==> src/rtl/pc_sequencer.sv <==
// -----------------------------------------------------------------------------
// pc_sequencer
//   Program-counter register and next-PC selection for a MIPS-style datapath.
//   Produces the sequential PC, the absolute jump target and the branch target.
//   It also accepts register-indirect jumps (jr). The sequencer supports stall
//   hold and, optionally, a single branch delay slot before a redirect lands.
//
// Ports
//   clk              in   clock, all state updates on the rising edge
//   reset            in   synchronous, active-high; overrides stall
//   stall            in   hold all state; requests this cycle are not captured
//   jr_en            in   register-indirect jump request (highest priority)
//   jump_en          in   absolute jump request
//   branch_taken     in   conditional branch resolved taken (lowest priority)
//   instr_index      in   jump instruction index field
//   imm              in   branch offset in instructions (sign-extended)
//   jr_addr          in   jr target address
//   pc               out  current PC (registered)
//   pc_plus_4        out  pc + one instruction (combinational, wraps)
//   jump_pc          out  {pc_plus_4 upper bits, instr_index, alignment zeros}
//   redirect_pending out  a delayed redirect is held (DELAY_SLOT=1 only)
//   misaligned       out  last accepted jr had nonzero alignment bits
// -----------------------------------------------------------------------------
module pc_sequencer #(
    parameter int unsigned           PC_WIDTH    = 32,
    parameter int unsigned           INDEX_WIDTH = 26,
    parameter int unsigned           IMM_WIDTH   = 16,
    parameter int unsigned           ALIGN_BITS  = 2,
    parameter logic [PC_WIDTH-1:0]   RESET_PC    = '0,
    parameter bit                    DELAY_SLOT  = 1'b0
) (
    input  logic                   clk,
    input  logic                   reset,
    input  logic                   stall,
    input  logic                   jr_en,
    input  logic                   jump_en,
    input  logic                   branch_taken,
    input  logic [INDEX_WIDTH-1:0] instr_index,
    input  logic [IMM_WIDTH-1:0]   imm,
    input  logic [PC_WIDTH-1:0]    jr_addr,
    output logic [PC_WIDTH-1:0]    pc,
    output logic [PC_WIDTH-1:0]    pc_plus_4,
    output logic [PC_WIDTH-1:0]    jump_pc,
    output logic                   redirect_pending,
    output logic                   misaligned
);

    // One instruction worth of bytes, and masks derived from it.
    localparam logic [PC_WIDTH-1:0] ONE         = PC_WIDTH'(1);
    localparam logic [PC_WIDTH-1:0] INC         = ONE << ALIGN_BITS;
    localparam logic [PC_WIDTH-1:0] ALIGN_MASK  = INC - ONE;
    // Bits of pc_plus_4 that survive into a jump target (the "region").
    localparam logic [PC_WIDTH-1:0] REGION_MASK =
        ~((ONE << (INDEX_WIDTH + ALIGN_BITS)) - ONE);

    typedef enum logic {
        IDLE,
        PENDING
    } state_e;

    state_e                state_q;
    logic [PC_WIDTH-1:0]   pc_q;
    logic [PC_WIDTH-1:0]   target_q;
    logic                  misaligned_q;

    logic [PC_WIDTH-1:0]   imm_ext;
    logic [PC_WIDTH-1:0]   branch_pc;
    logic [PC_WIDTH-1:0]   jr_pc;
    logic                  jr_misaligned;
    logic                  req_valid;
    logic [PC_WIDTH-1:0]   target_d;

    // Target datapath; all adds wrap modulo 2^PC_WIDTH.
    assign pc_plus_4     = pc_q + INC;
    assign jump_pc       = (pc_plus_4 & REGION_MASK) | (PC_WIDTH'(instr_index) << ALIGN_BITS);
    assign imm_ext       = PC_WIDTH'(signed'(imm));
    assign branch_pc     = pc_plus_4 + (imm_ext << ALIGN_BITS);
    assign jr_pc         = jr_addr & ~ALIGN_MASK;
    assign jr_misaligned = |(jr_addr & ALIGN_MASK);
    assign req_valid     = jr_en | jump_en | branch_taken;

    // Fixed priority: jr > jump > branch.
    // NOTE: every always_comb output gets a default first so no path can
    // leave it unassigned and infer a latch.
    always_comb begin
        target_d = pc_plus_4;
        if (jr_en) begin
            target_d = jr_pc;
        end else if (jump_en) begin
            target_d = jump_pc;
        end else if (branch_taken) begin
            target_d = branch_pc;
        end
    end

    // NOTE: state uses non-blocking assignments so every register samples the
    // values from before this edge, independent of statement order.
    always_ff @(posedge clk) begin
        if (reset) begin
            pc_q         <= RESET_PC;
            state_q      <= IDLE;
            target_q     <= '0;
            misaligned_q <= 1'b0;
        end else if (!stall) begin
            unique case (state_q)
                IDLE: begin
                    if (req_valid) begin
                        if (jr_en) begin
                            misaligned_q <= jr_misaligned;
                        end
                        if (DELAY_SLOT) begin
                            // Execute the slot instruction first; redirect next.
                            target_q <= target_d;
                            pc_q     <= pc_plus_4;
                            state_q  <= PENDING;
                        end else begin
                            pc_q <= target_d;
                        end
                    end else begin
                        pc_q <= pc_plus_4;
                    end
                end
                PENDING: begin
                    // Requests issued from the delay slot are dropped.
                    pc_q    <= target_q;
                    state_q <= IDLE;
                end
                default: begin
                    state_q <= IDLE;
                end
            endcase
        end
    end

    assign pc               = pc_q;
    assign misaligned       = misaligned_q;
    assign redirect_pending = DELAY_SLOT && (state_q == PENDING);

endmodule

==> config.mk <==
export PLATFORM = sky130hd
export DESIGN_NAME = pc_sequencer
export DESIGN_NICKNAME = d
export VERILOG_FILES = /design/src/rtl/pc_sequencer.sv
export SDC_FILE = /design/constraint.sdc
export NUM_CORES = 1
export LEC_CHECK = 0
export ABC_AREA = 1
export BUFFER_PORTS_ARGS = -buffer_cell sky130_fd_sc_hd__buf_2
export CELL_PAD_IN_SITES_DETAIL_PLACEMENT = 1
export CELL_PAD_IN_SITES_GLOBAL_PLACEMENT = 2
export CORE_MARGIN = 5
export CORE_UTILIZATION = 23
export CTS_CLUSTER_DIAMETER = 150
export DETAILED_ROUTE_END_ITERATION = 12
export PLACE_DENSITY = 0.77
export SLEW_MARGIN = 15
export SYNTH_ARGS = -nofsm -noshare
export SYNTH_HDL_FRONTEND = slang
export SYNTH_SLANG_ARGS = --single-unit
==> constraint.sdc <==
create_clock -name clk -period 2.9 [get_ports clk]
set_input_delay 0.145 -clock clk [delete_from_list [all_inputs] [get_ports clk]]
set_output_delay 0.145 -clock clk [all_outputs]
set_load 0.05 [all_outputs]
* After elaboration in Yosys (flattened, before gate mapping)
Index checks and enable logic that the tools add are counted.
Storage, ports and cells: bits in registers 33, input bits 80, output and inout port bits 98, word-level logic and storage cells 14
Cells by class: $add $sub $neg 2, mux-type cells 4, bitwise operators 4, reduce and logical (&&, ||, !) cells 2
Operator list (count):
- $mux W32 | 4
- $add A32 B3 Y32 const B | 1
- $add A32 B32 Y32 | 1
- $or A32 B28 Y32 | 1
- $reduce_and A3 Y1 | 1
- $or A1 B1 Y1 | 2
- $reduce_or A2 Y1 | 1
- $not A1 Y1 | 1

* Logic depth before layout (Yosys ltp)
depth after elaboration 6, gate-level depth with buffers 26

* Worst setup path after synthesis
Ideal clock, no wire load.
kind register to register, from reg pc_q[5] (netlist: pc[5]), to reg pc_q[29] (netlist: pc[29]), setup time 0.070 ns, data arrival time 3.514 ns, slack -0.684 ns, stages on the path, launching flop included 20, path buffers 0, period minus slack after synthesis 3.584 ns, cells stage by stage dfxtp_1 nand2_1 nor2_2 nand2_2 nor2_1 xor2_1 ha_1 nand2_1 inv_1 nand2_1 nand3_1 a21oi_1 nor2_1 nor2_1 nand2_1 nand2_1 nand3_1 nand2_1 nand2_1 a21oi_1
On the way: cells in the longest elaborated chain, start to end 6, elaborated cells between the ends (all ways) 7, those cells by class add/sub: 2; mux: 4; bitwise: 1
Ends and longest elaborated chain:
- start, declared | line 62 | logic [PC_WIDTH-1:0] pc_q;
- start signal, assigned | line 114 | pc_q <= pc_plus_4;
- start signal, assigned | line 117 | pc_q <= target_d;
- start signal, assigned | line 120 | pc_q <= pc_plus_4;
- $add A32 B3 Y32 | line 74 | assign pc_plus_4 = pc_q + INC;
- net pc_plus_4[19] | line 42 | output logic [PC_WIDTH-1:0] pc_plus_4,
- $add A32 B32 Y32 | line 77 | assign branch_pc = pc_plus_4 + (imm_ext << ALIGN_BITS);
- $mux W32 | line 91 | end else if (branch_taken) begin
- $mux W32 | line 89 | end else if (jump_en) begin
- $mux W32 | line 87 | if (jr_en) begin
- $mux W32 | line 107 | if (req_valid) begin
The timed path passes the listed nets, and every way through them passes these cells. A chain may end at the register's enable or synchronous reset.

* Worst setup path after layout
from reg pc_q[2] (netlist: pc[2]), to reg pc_q[22] (netlist: pc[22])
On the way: cells in the longest elaborated chain, start to end 6
Ends and longest elaborated chain (line):
- $add A32 B3 Y32 (*) | 74
- $add A32 B32 Y32 | 77
- $mux W32 | 91
- $mux W32 | 89
- $mux W32 | 87
- $mux W32 (*) | 107
Every way passes the cells marked *; elsewhere a longest branch is shown, timed or not.

==> flow_metrics.tcl <==
set metrics [dict create \
    crit_fanout 4 \
    gp_congestion 0.914 \
    antenna_found_initial 0 \
    ys_seq_area_frac 0.113 \
    maxCapViolCount 0 \
    run_status "finished with violations" \
    rsz0062_at_grt "true" \
    synth_compound_area_frac 0.151 \
    reg2reg_slack_ns -0.06 \
    fin_area_um2 9510 \
    syn_inst 1035 \
    cp.required_ns 3.08 \
    postCtsHoldBufs 0 \
    wl_per_cell_um 17.2 \
    drtIter0Drc 287 \
    irDropWorstVdd_uv 218 \
    numPortBuffers 170 \
    fp.dieH_um 164 \
    layout_min_cycle_time_ns 2.96 \
    cp_slowest_cell "dfxtp_4" \
    ant_nets 0 \
    synth_mux_area_frac 0 \
    grt_overflow_total 0 \
    cts-root-buf "clkbuf_16" \
    clock-skew-final_ns 0.00464 \
    maxSlewViolCount 0 \
    cp_slowest_stage_delay_ns 0.36 \
    dr.pass1.iters 4 \
    htreeDepth 2 \
    power_density_nw_per_um2 331 \
    ios 178 \
    netlist_area_um2 5480 \
    cts_buffer_depth 2 \
    track_usage 0.200 \
    ys_types 36 \
    diodes 0 \
    syn_avg_cell_area_um2 5.30 \
    slew_headroom 0.386 \
    synth_xor_area_frac 0.0367 \
    area_delta_synth_final_pct 73.4 \
    viasPerCell 4.54 \
    placed_cell_area_um2 7830 \
    setup-violations-final 7 \
    grt_max_degree 33 \
    nFillCells 3078 \
    clk_latency_ns 0.29 \
    multiInputGateArea_um2 5300 \
    fmax_mhz 338 \
    wl_um 28700 \
    hold_viol_final 0 \
    yosys.area_share.adder 0.0858 \
    worst_ep_arrival_time_ns 3.14 \
    final.setup.tns_ns -0.136 \
    end_kind "flop" \
    crit_type "flop to flop" \
    cts_buffers 5 \
    design.die.area_um2 27000 \
    clkTransAtPathRegs_ns 0.06 \
    worst_slack_ns -0.0568 \
    pre_cts_ws_ns -0.398 \
    start_util 0.234 \
    grt_pass1_vias 7769 \
    ys_ff_latch 31 \
    cts_tree "done" \
    clock-sinks 31 \
    cpMostUsedCell "nor2_4" \
    dp_hpwl_um 22900 \
    p_leak_nw 4.89 \
    yosys.area_share.simple 0.433 \
    drive_gt1_frac 0.526 \
    worst_slew_pin_slew_ns 0.920 \
    seq_area_um2 691 \
    period_share 1.02 \
    die_w_um 164 \
    hold_path_class "input port to flop" \
    drc 0 \
    rows 56 \
    synth_top_family_by_area "simple AND/OR/NAND/NOR gates" \
    yosysWarningCount 0 \
    via_count 7559 \
    crit_path_start_kind "flop" \
    crit_chain "buf_6 > clkinvlp_4 > nor2_4 > nand2_2 > nor2_4 > xor2_1 > buf_4 > inv_4 > ha_4 > buf_6 > nand2_8 > nor2_4 > inv_2 > nor2_4 > nand4_1 > nand4_1 > nand3_2 > nand2_2 > nand2_1 > nand2_1 > a21oi_1" \
    fin_util 0.405 \
    core-area_um2 23500 \
    violations "setup timing" \
    grt_pass1_wl_um 42100 \
    fin_nets 1461 \
]
-- power by group --
part           internal (W)  switching, W  total (W)
clock              0.000339      0.000234   0.000574
sequential         0.000463     0.0000492   0.000512
combinational      0.000758       0.00130    0.00206
-- state kept, by name (all words and copies together), names as in the netlist --
register    cells
pc             30
misaligned      1
-- synth_stat cells (all sizes together) --
cell | instances | area [um2]
nand2 | 350 | 1330
inv | 165 | 619
nor2 | 86 | 350
a21oi | 77 | 389
o21ai | 69 | 345
nand3 | 67 | 340
buf | 41 | 297
ha | 36 | 450
dfxtp | 31 | 621
or2 | 22 | 138
xor2 | 20 | 175
clkbuf | 19 | 71.3
nand4 | 14 | 87.6
nor3 | 13 | 80.1
o21bai | 4 | 30.0
a21o | 3 | 22.5
and2 | 3 | 18.8
nor4 | 3 | 18.8
xnor2 | 3 | 26.3
nand3b | 2 | 15.0
o221ai | 2 | 17.5
a22oi | 1 | 7.51
a31oi | 1 | 6.26
conb | 1 | 3.75
fa | 1 | 20.0
o211ai | 1 | 7.51
-- layout by cell type, fill, tap and decap left out, types with 21 or more instances in the layout --
cell type	netlist	layout
or2_2	21	21
nand3_1	66	47
a21oi_1	76	61
ha_4	0	23
inv_2	0	30
buf_2	3	170
nor2_1	79	30
o21ai_0	62	57
buf_4	37	171
inv_1	165	127
nand2_1	345	241
nor2_2	5	27
nor2_4	2	29
nand2_2	5	85
nand2_4	0	23
-- worst max-delay path: cells and delay by family (launching register included) --
family | cells | cell delay, ns
xor gates and xnor gates | 1 | 0.16
DFF | 1 | 0.36
buffers and inverters | 6 | 0.67
adders and majority gates | 1 | 0.29
and+or+nand+nor | 12 | 1.30
AOI/OAI and AO/OA | 1 | 0.05
-- routing by layer --
metal / part of all wire / global-route usage / vias up / routed length (um)
met5: 0 / 0 / - / 0
met4: 0.015 / 0.0457 / 0 / 440
met3: 0.025 / 0.0172 / 23 / 727
met2: 0.51 / 0.352 / 124 / 14600
met1: 0.45 / 0.266 / 3577 / 12900
li1: - / - / 3835 / -
-- cell families (layout without fill, tap and decap cells) --
logic type | count (synthesis) | after routing
AO/OA/AOI/OAI | 158 | 158
XOR/XNOR | 23 | 23
adder cells (fa/ha/maj) | 37 | 37
buffers and inverters | 225 | 529
flip-flops | 31 | 31
other | 1 | 7
AND/OR/NAND/NOR | 560 | 560
-- final cells by class --
type                       instances  share of cell area
timing repair buffer             356               0.244
tap                              319              0.0420
multi-input combinational        785               0.558
clock inverter                     2             0.00118
sequential                        31              0.0727
clock buffer                       6              0.0146
inverter                         165              0.0679
-- timing repair --
item / in CTS / in global routing
setup buffers: 17 / 13
gates resized for setup: 114 / 231
pin swaps: 47 / 111
gates cloned: 0 / 0
setup endpoints to repair: 24 / 24
-- path summary, 6_finish.rpt --
path                            cells past startpoint  startpoint          to
worst min-delay path                                2       reset  misaligned
worst min register to register                      2  misaligned  misaligned
worst max register to register                     21       pc[2]      pc[22]
worst max-delay path                               21       pc[2]      pc[22]
-- per-stage QoR --
stage          power, W  hold slack (ns)  std cells
6_report        0.00314           0.0604       1664
5_1_grt         0.00333           0.0686       1664
4_1_cts         0.00290           0.0631       1652
3_5_place_dp    0.00220            0.369       1627
3_3_place_gp    0.00218            0.372       1627
2_1_floorplan   0.00156            0.224       1041
Power figures use the tool's default switching activity.
